$ cat config.mk
export PLATFORM = sky130hd
export DESIGN_NAME = nub_step_sched
export DESIGN_NICKNAME = d
export VERILOG_FILES = /design/src/rtl/nub_sched_pkg.sv /design/src/rtl/nub_spike_tally.sv /design/src/rtl/nub_step_sched.sv
export SDC_FILE = /design/constraint.sdc
export NUM_CORES = 1
export LEC_CHECK = 0
export CORE_MARGIN = 5
export CORE_UTILIZATION = 45
export DETAILED_ROUTE_END_ITERATION = 10
export HOLD_SLACK_MARGIN = 0.06
export PLACE_DENSITY = 0.71
export SYNTH_ARGS = -nofsm -noshare
export SYNTH_HDL_FRONTEND = slang
export SYNTH_HIERARCHICAL = 1
export SYNTH_SLANG_ARGS = --single-unit
$ cat constraint.sdc
create_clock -name clk -period 8.3 [get_ports clk]
set_input_delay 1.66 -clock clk [delete_from_list [all_inputs] [get_ports clk]]
set_output_delay 1.66 -clock clk [all_outputs]
set_load 0.02 [all_outputs]
$ cat src/rtl/nub_sched_pkg.sv
// nub_sched_pkg
// Shared definitions for the time-step scheduler that drives out_nu_blk.
//   nub_state_t : scheduler FSM state encoding
//   cnt_w()     : width of a counter that must hold values 0..max_val
package nub_sched_pkg;

    typedef enum logic [2:0] {
        ST_IDLE  = 3'd0,
        ST_FETCH = 3'd1,
        ST_START = 3'd2,
        ST_WAIT  = 3'd3,
        ST_INCR  = 3'd4,
        ST_GAP   = 3'd5,
        ST_DONE  = 3'd6
    } nub_state_t;

    function automatic int cnt_w(input int max_val);
        return (max_val < 2) ? 1 : $clog2(max_val + 1);
    endfunction

endpackage

$ cat src/rtl/nub_spike_tally.sv
// nub_spike_tally
// Per-neuron saturating spike counters with a registered argmax.
// Only instantiated by nub_step_sched when NUB_TALLY_EN is defined.
// Ports:
//   clk, rst  : clock, asynchronous active-high reset
//   clr       : zero all counters and the winner (run start)
//   inc_en    : one-cycle strobe, add spikes[] into the counters
//   spikes    : per-neuron spike flags for the step being counted
//   spk_cnt   : packed counters, neuron i at [i*CW +: CW]
//   winner    : lowest index holding the maximum count (0 when all zero)
module nub_spike_tally #(
    parameter int N  = 3,
    parameter int CW = 8,
    parameter int WW = (N > 1) ? $clog2(N) : 1
) (
    input  logic            clk,
    input  logic            rst,
    input  logic            clr,
    input  logic            inc_en,
    input  logic [N-1:0]    spikes,
    output logic [N*CW-1:0] spk_cnt,
    output logic [WW-1:0]   winner
);

    logic [CW-1:0] cnt_p0 [N];
    logic [CW-1:0] best_cnt;
    logic [WW-1:0] best_idx;

    function automatic logic [CW-1:0] sat_inc(input logic [CW-1:0] v);
        return (v == {CW{1'b1}}) ? v : v + 1'b1;
    endfunction

    // stage p0: counters
    always_ff @(posedge clk or posedge rst) begin
        if (rst) begin
            for (int i = 0; i < N; i++) cnt_p0[i] <= '0;
        end else if (clr) begin
            for (int i = 0; i < N; i++) cnt_p0[i] <= '0;
        end else if (inc_en) begin
            for (int i = 0; i < N; i++)
                if (spikes[i]) cnt_p0[i] <= sat_inc(cnt_p0[i]);
        end
    end

    // Strict '>' keeps the lowest index on ties.
    always_comb begin
        best_cnt = cnt_p0[0];
        best_idx = '0;
        for (int i = 1; i < N; i++) begin
            if (cnt_p0[i] > best_cnt) begin
                best_cnt = cnt_p0[i];
                best_idx = WW'(i);
            end
        end
    end

    // stage p1: winner follows the counters one cycle later
    always_ff @(posedge clk or posedge rst) begin
        if (rst)      winner <= '0;
        else if (clr) winner <= '0;
        else          winner <= best_idx;
    end

    always_comb begin
        spk_cnt = '0;
        for (int i = 0; i < N; i++) spk_cnt[i*CW +: CW] = cnt_p0[i];
    end

endmodule

$ cat src/rtl/nub_step_sched.sv
// nub_step_sched
// Time-step scheduler for out_nu_blk: fetches one M-bit spike vector per
// time unit, starts the neuron block, waits for its result, pulses TU_incre,
// idles GAP cycles and repeats for num_steps time units.
// Optional feature macro: NUB_TALLY_EN adds per-neuron spike counters
// (spk_cnt) and an argmax (winner); without it those ports do not exist.
// Ports:
//   clk, rst                      : clock, asynchronous active-high reset
//   run_start, num_steps          : start request and step count
//   in_valid, in_spikes, in_ready : upstream spike-vector handshake
//   spike_ip_nub, start_op_nub    : to out_nu_blk
//   valid_op_nub, spike_op_nub    : from out_nu_blk
//   TU_incre, TU                  : time-unit advance pulse / current unit
//   step_valid, step_spikes       : per-step result
//   busy, done, err_timeout       : run status
//   spk_cnt, winner               : tally outputs (NUB_TALLY_EN)
module nub_step_sched
    import nub_sched_pkg::*;
#(
    parameter int M   = 10,
    parameter int N   = 3,
    parameter int TW  = 16,
    parameter int GAP = 4,
    parameter int TMO = 255
`ifdef NUB_TALLY_EN
    ,
    parameter int CW  = 8,
    parameter int WW  = (N > 1) ? $clog2(N) : 1
`endif
) (
    input  logic            clk,
    input  logic            rst,
    input  logic            run_start,
    input  logic [TW-1:0]   num_steps,
    input  logic            in_valid,
    input  logic [M-1:0]    in_spikes,
    output logic            in_ready,
    output logic [M-1:0]    spike_ip_nub,
    output logic            start_op_nub,
    input  logic            valid_op_nub,
    input  logic [N-1:0]    spike_op_nub,
    output logic            TU_incre,
    output logic [TW-1:0]   TU,
    output logic            step_valid,
    output logic [N-1:0]    step_spikes,
    output logic            busy,
    output logic            done,
    output logic            err_timeout
`ifdef NUB_TALLY_EN
    ,
    output logic [N*CW-1:0] spk_cnt,
    output logic [WW-1:0]   winner
`endif
);

    localparam int TMO_W = cnt_w(TMO);
    localparam int GAP_W = cnt_w(GAP);

    nub_state_t       state_p0, state_nx;
    logic [TW-1:0]    steps_p0;
    logic [TMO_W-1:0] tmo_cnt_p0;
    logic [GAP_W-1:0] gap_cnt_p0;
    logic [TW:0]      tu_nx;
    logic             last_step;
    logic             tmo_hit;

    // Extra bit so TU+1 never aliases when steps = 2^TW-1.
    assign tu_nx     = {1'b0, TU} + 1'b1;
    assign last_step = (tu_nx == {1'b0, steps_p0});
    assign tmo_hit   = (tmo_cnt_p0 == TMO_W'(TMO - 1));

    always_comb begin
        state_nx = state_p0;
        unique case (state_p0)
            ST_IDLE:  if (run_start) state_nx = (num_steps == '0) ? ST_DONE : ST_FETCH;
            ST_FETCH: if (in_valid) state_nx = ST_START;
            ST_START: state_nx = ST_WAIT;
            ST_WAIT: begin
                // a response in the expiry cycle still counts
                if (valid_op_nub) state_nx = ST_INCR;
                else if (tmo_hit) state_nx = ST_DONE;
            end
            ST_INCR:  state_nx = last_step ? ST_DONE : ST_GAP;
            ST_GAP:   if (gap_cnt_p0 == GAP_W'(GAP - 1)) state_nx = ST_FETCH;
            ST_DONE:  state_nx = ST_IDLE;
            default:  state_nx = ST_IDLE;
        endcase
    end

    // stage p0: state and datapath registers
    always_ff @(posedge clk or posedge rst) begin
        if (rst) begin
            state_p0     <= ST_IDLE;
            steps_p0     <= '0;
            tmo_cnt_p0   <= '0;
            gap_cnt_p0   <= '0;
            TU           <= '0;
            spike_ip_nub <= '0;
            step_spikes  <= '0;
            err_timeout  <= 1'b0;
        end else begin
            state_p0 <= state_nx;
            unique case (state_p0)
                ST_IDLE: begin
                    if (run_start) begin
                        err_timeout <= 1'b0;
                        if (num_steps != '0) begin
                            steps_p0 <= num_steps;
                            TU       <= '0;
                        end
                    end
                end
                ST_FETCH: if (in_valid) spike_ip_nub <= in_spikes;
                ST_START: tmo_cnt_p0 <= '0;
                ST_WAIT: begin
                    if (valid_op_nub) begin
                        step_spikes <= spike_op_nub;
                    end else begin
                        tmo_cnt_p0 <= tmo_cnt_p0 + 1'b1;
                        if (tmo_hit) err_timeout <= 1'b1;
                    end
                end
                ST_INCR: begin
                    gap_cnt_p0 <= '0;
                    if (!last_step) TU <= tu_nx[TW-1:0];
                end
                ST_GAP:  gap_cnt_p0 <= gap_cnt_p0 + 1'b1;
                default: ;
            endcase
        end
    end

    // Control outputs are pure state decodes.
    always_comb begin
        in_ready     = (state_p0 == ST_FETCH);
        start_op_nub = (state_p0 == ST_START);
        TU_incre     = (state_p0 == ST_INCR);
        step_valid   = (state_p0 == ST_INCR);
        done         = (state_p0 == ST_DONE);
        busy         = (state_p0 != ST_IDLE);
    end

`ifdef NUB_TALLY_EN
    logic tally_clr;
    assign tally_clr = (state_p0 == ST_IDLE) && run_start && (num_steps != '0);

    nub_spike_tally #(
        .N  (N),
        .CW (CW),
        .WW (WW)
    ) u_tally (
        .clk     (clk),
        .rst     (rst),
        .clr     (tally_clr),
        .inc_en  (state_p0 == ST_INCR),
        .spikes  (step_spikes),
        .spk_cnt (spk_cnt),
        .winner  (winner)
    );
`endif

endmodule

[After elaboration in Yosys (flattened, before gate mapping)]
Index checks and enable logic that the tools add are counted.
Widths: inputs -> output; s select.
Word-level totals
  logic and storage cells: 62
  bits in registers: 60
  bits of input ports: 34
  output and inout bits: 36
Operators by class
  reduce and logical (&&, ||, !) cells: 15
  equal/unequal tests: 17
  mux-type cells: 19
  add/subtract/negate cells: 3
Operators with widths (number)
  $mux 16: 3
  $pmux 16 s2: 1
  $mux 3: 6
  $pmux 3 s6: 1
  $add 16x1->17 const B: 1
  $eq 17x16->1: 1
  $logic_not 16->1: 1
  $pmux 8 s2: 1
  $reduce_bool 16->1: 1
  $ne 2x2->1 const B: 7
  $reduce_and 4->1: 3
  $eq 3x2->1 const B: 3
  $eq 3x3->1 const B: 3
  $add 8x1->8 const B: 1
  $eq 8x8->1 const B: 1
  $mux 8: 1
  $reduce_bool 2->1: 4
  $pmux 3 s2: 1
  $reduce_and 2->1: 3
  $add 3x1->3 const B: 1
  $eq 3x1->1 const B: 1
  $logic_not 3->1: 1
  $mux 1: 3
  $ne 3x3->1 const B: 1
  other kinds (4): 4

[Depth between registers and ports, before layout]
  depth in word-level cells: 4
  gate-level depth with buffers: 11

[Worst setup path after synthesis]
OpenSTA, ideal clock, no wires.
  kind: input -> register
  start point: input port num_steps[7]
  end point: register steps_p0[0]
  setup time: 0.125 ns
  data arrival time: 3.195 ns
  stages on the path: 6
  setup slack: 4.981 ns
  cells stage by stage: nor4_1 nand4_1 and2_1 nand2_1 clkbuf_1 mux2_2
On the way
  cells in the longest elaborated chain, start to end: 2
RTL lines
  start: declaration: RTL line nub_step_sched.sv:34  | input logic [TW-1:0] num_steps,
  $reduce_bool 16->1: RTL line nub_step_sched.sv:107  | if (num_steps != '0) begin
  $reduce_and 3->1 (no source line)
  end signal: assignment: RTL line nub_step_sched.sv:108  | steps_p0 <= num_steps;
  end: declaration: RTL line nub_step_sched.sv:60  | logic [TW-1:0] steps_p0;
Every way passes these cells.
A chain may end at the register's enable or synchronous reset.

[Worst setup path in the final report]
  start point: register state_p0[2]
  end point: output port start_op_nub
On the way
  cells in the longest elaborated chain, start to end: 1
RTL lines
  start: declaration: RTL line nub_step_sched.sv:59  | nub_state_t state_p0, state_nx;
  start signal: assignment: RTL line nub_step_sched.sv:102  | state_p0 <= state_nx;
  $eq 3x2->1: RTL line nub_step_sched.sv:136  | start_op_nub = (state_p0 == ST_START);
  end: declaration: RTL line nub_step_sched.sv:39  | output logic start_op_nub,
Every way passes these cells.

==> impl_metrics.csv <==
group,metric,value,unit
finish,final_core_util,57.4,%
synth,yosys_most_used_dff,"dfrtp_1",
critical_path,critical_path_class,"flip-flop to primary output",
synth,synthCells,346,
power,power_switching,0.000500,W
cts,cts_buffers,9,
cts,cts.hold.buffers_added,0,
die,die_h,98.0,um
outcome,outcome,"finished clean",
sta,tightest_slew,1040,ps
power,p_sw_share,39.0,%
finish,n_antenna_cell,0,
power,p_leak,1.71,nW
sta,drv_slew,0,
sta,setup_viol,0,
global_routing,grt_pass1_wl,14.3,mm
critical_path,cp_max_fo,22,
finish,final_common_cell,"clkdlybuf4s50_1",
worst_hold_path,hp-class,"flip-flop to flip-flop",
route,vias,2940,
synth,syn-num-nets,385,
cts,clk_pin_slew,80,ps
die,core,0.00765,mm^2
power,internal-power,0.000782,W
synth,synth-seq-cells,60,
finish,area_growth,26.2,%
cts,cts_max_path_buffers,2,
synth,synthArstFlopShare,100,%
global_routing,grt_max_degree,61,
placement,globalplace.congestion,0.888,
power,power_per_cell_area,292,mW/mm^2
sta,post-route-min-period,4090,ps
die,ios,70,
placement,io_buffers,69,
route,first_iter_violations,240,
sta,fin_crit_sh,49.2,%
flow_run,maxCapViolations,0,
power,pwr-share-seq,38.8,%
finish,final_cell_area,0.00439,mm^2
placement,dpl.hpwl,6.29,mm
finish,finalNetCount,447,
die,fp.dieW,98.0,um
synth,ys_seq_area_share,43.1,%
finish,drive_gt1_share,13.8,%
route,dr.pass1.iters,4,
synth,syn-cell-area,0.00348,mm^2
power,clkPwrFrac,18.7,%
die,initial_core_util,45.5,%
route,vias_per_cell,5.71,
global_routing,grtUsageTotal,18.2,%
sta,fin_tns_setup,0,ps
critical_path,reg2reg_slack,4800,ps
die,dieArea,0.00959,mm^2
route,antenna_left,0,
global_routing,grt_overflow_total,0,
critical_path,cp-end-kind,"primary output",
critical_path,arrival,2430,ps
finish,layout_common_cells,"clkdlybuf4s50_1 (69), dfrtp_1 (60), mux2_2 (29)",
power,irDropWorstVdd,0.173,mV
route,drc_errors,0,
route,routed_wl,8.49,mm
global_routing,antenna_found_initial,0,
cts,ctsResizeCount,0,
cts,cts_setup_buffers,0,
cts,cts_tree,"built",
finish,fillers,686,
synth,syn_avg_cell_area,10.1,um^2
sta,grt_setup_unrepaired,"false",
cts,htree_levels,3,
die,rows,32,
sta,hold_viol,0,
cts,insertion_delay,340,ps
sta,relSlewSlack,30.7,%
critical_path,required,6640,ps
synth,synth_edf_count,0,
global_routing,grt_pass1_vias,2926,
route,wl_per_cell,16.5,um
synth,yosys_warnings,6,
placement,post_dp_cell_area,0.00422,mm^2
power,p_comb_share,42.5,%
sta,skew,12.4,ps
cts,cts-root-buf,"clkbuf_8",
cts,clkSinkCount,60,
sta,clock.fmax,0.245,GHz
synth,synth_cell_types,54,
critical_path,worstSetupStartpointType,"flip-flop",
state kept, by name, indices dropped and copies added, names as in the netlist:
name,cells
state_p0,3
TU,16
step_spikes,3
steps_p0,16
err_timeout,1
gap_cnt_p0,3
spike_ip_nub,10
tmo_cnt_p0,8
layout make-up:
| cell class | instances | area [um^2] | area share, % |
|---|---|---|---|
| Clock buffer | 10 | 138 | 3.13 |
| Clock inverter | 6 | 38.8 | 0.883 |
| Inverter | 9 | 33.8 | 0.769 |
| Multi-Input combinational cell | 258 | 1860 | 42.2 |
| Sequential cell | 60 | 1500 | 34.2 |
| Tap cell | 102 | 128 | 2.91 |
| Timing Repair Buffer | 70 | 698 | 15.9 |
cells by family after synthesis:
kind of cell               count (synthesis)  share of synthesized area, %
and+or+nand+nor                          118                          19.1
AOI/OAI and AO/OA                         76                          15.3
DFF                                       60                          43.1
muxes                                     34                          10.8
buffers and inverters                     28                          3.56
xor gates and xnor gates                  25                          6.29
adders and majority gates                  5                          1.80
path summary, 6_finish.rpt:
kind | to | from | cells after the start
min in group asynchronous | steps_p0[15] | rst | 3
min | gap_cnt_p0[2] | gap_cnt_p0[2] | 2
max in group asynchronous | TU[11] | rst | 3
max | start_op_nub | state_p0[2] | 3
min reg2reg | gap_cnt_p0[2] | gap_cnt_p0[2] | 2
max reg2reg | TU[12] | TU[0] | 9
critical path: stages, from the launching register on:
cell and delay, ps:
dfrtp_1 610, nand2b_1 310, nor2_1 450, clkdlybuf4s50_1 710
power groups by stage:
stage / Sequential (W) / Clock, W / Combinational [W]
after global routing: 0.000514 / 0.000259 / 0.000592
after CTS: 0.000497 / 0.000246 / 0.000551
after detailed placement: 0.000502 / 0 / 0.000548
after global placement: 0.000496 / 0 / 0.000535
after floorplan: 0.000496 / 0 / 0.000360
final: 0.000498 / 0.000239 / 0.000545
cell usage after synthesis, drive strengths merged (3+ instances only):
cell type / instances / area [um^2]
xnor2: 13 / 114
and2: 4 / 25.0
a31oi: 3 / 18.8
clkbuf: 10 / 37.5
mux2i: 5 / 50.1
o211ai: 10 / 75.1
a21oi: 11 / 55.1
and3: 6 / 42.5
a211oi: 4 / 30.0
inv: 9 / 33.8
o31ai: 12 / 90.1
nor3: 8 / 50.1
nor2: 16 / 60.1
nand2b: 6 / 37.5
ha: 5 / 62.6
buf: 9 / 52.6
mux2: 29 / 327
nand2: 25 / 93.8
or3: 4 / 25.0
or4: 3 / 22.5
nor4: 6 / 37.5
nand4: 11 / 68.8
dfrtp: 60 / 1500
o21ai: 19 / 98.8
nand3: 16 / 92.6
xor2: 12 / 105
nor3b: 3 / 22.5
layer usage:
layer | share of wire [%] | global-route usage (%)
met4 | 1.6 | 7.14
met2 | 48 | 28.4
met5 | 0 | 0
met1 | 43 | 24.2
met3 | 7.7 | 5.07
per-stage QoR:
stage / cells / hold slack (ps) / total power [W] / setup slack [ps]
after floorplan: 346 / 450 / 0.000856 / 4980
after global placement: 499 / 467 / 0.00103 / 4050
after detailed placement: 499 / 472 / 0.00105 / 3950
after CTS: 515 / 488 / 0.00129 / 4230
after global routing: 515 / 535 / 0.00136 / 4130
final: 515 / 484 / 0.00128 / 4210
(Power assumes the default switching activity.)
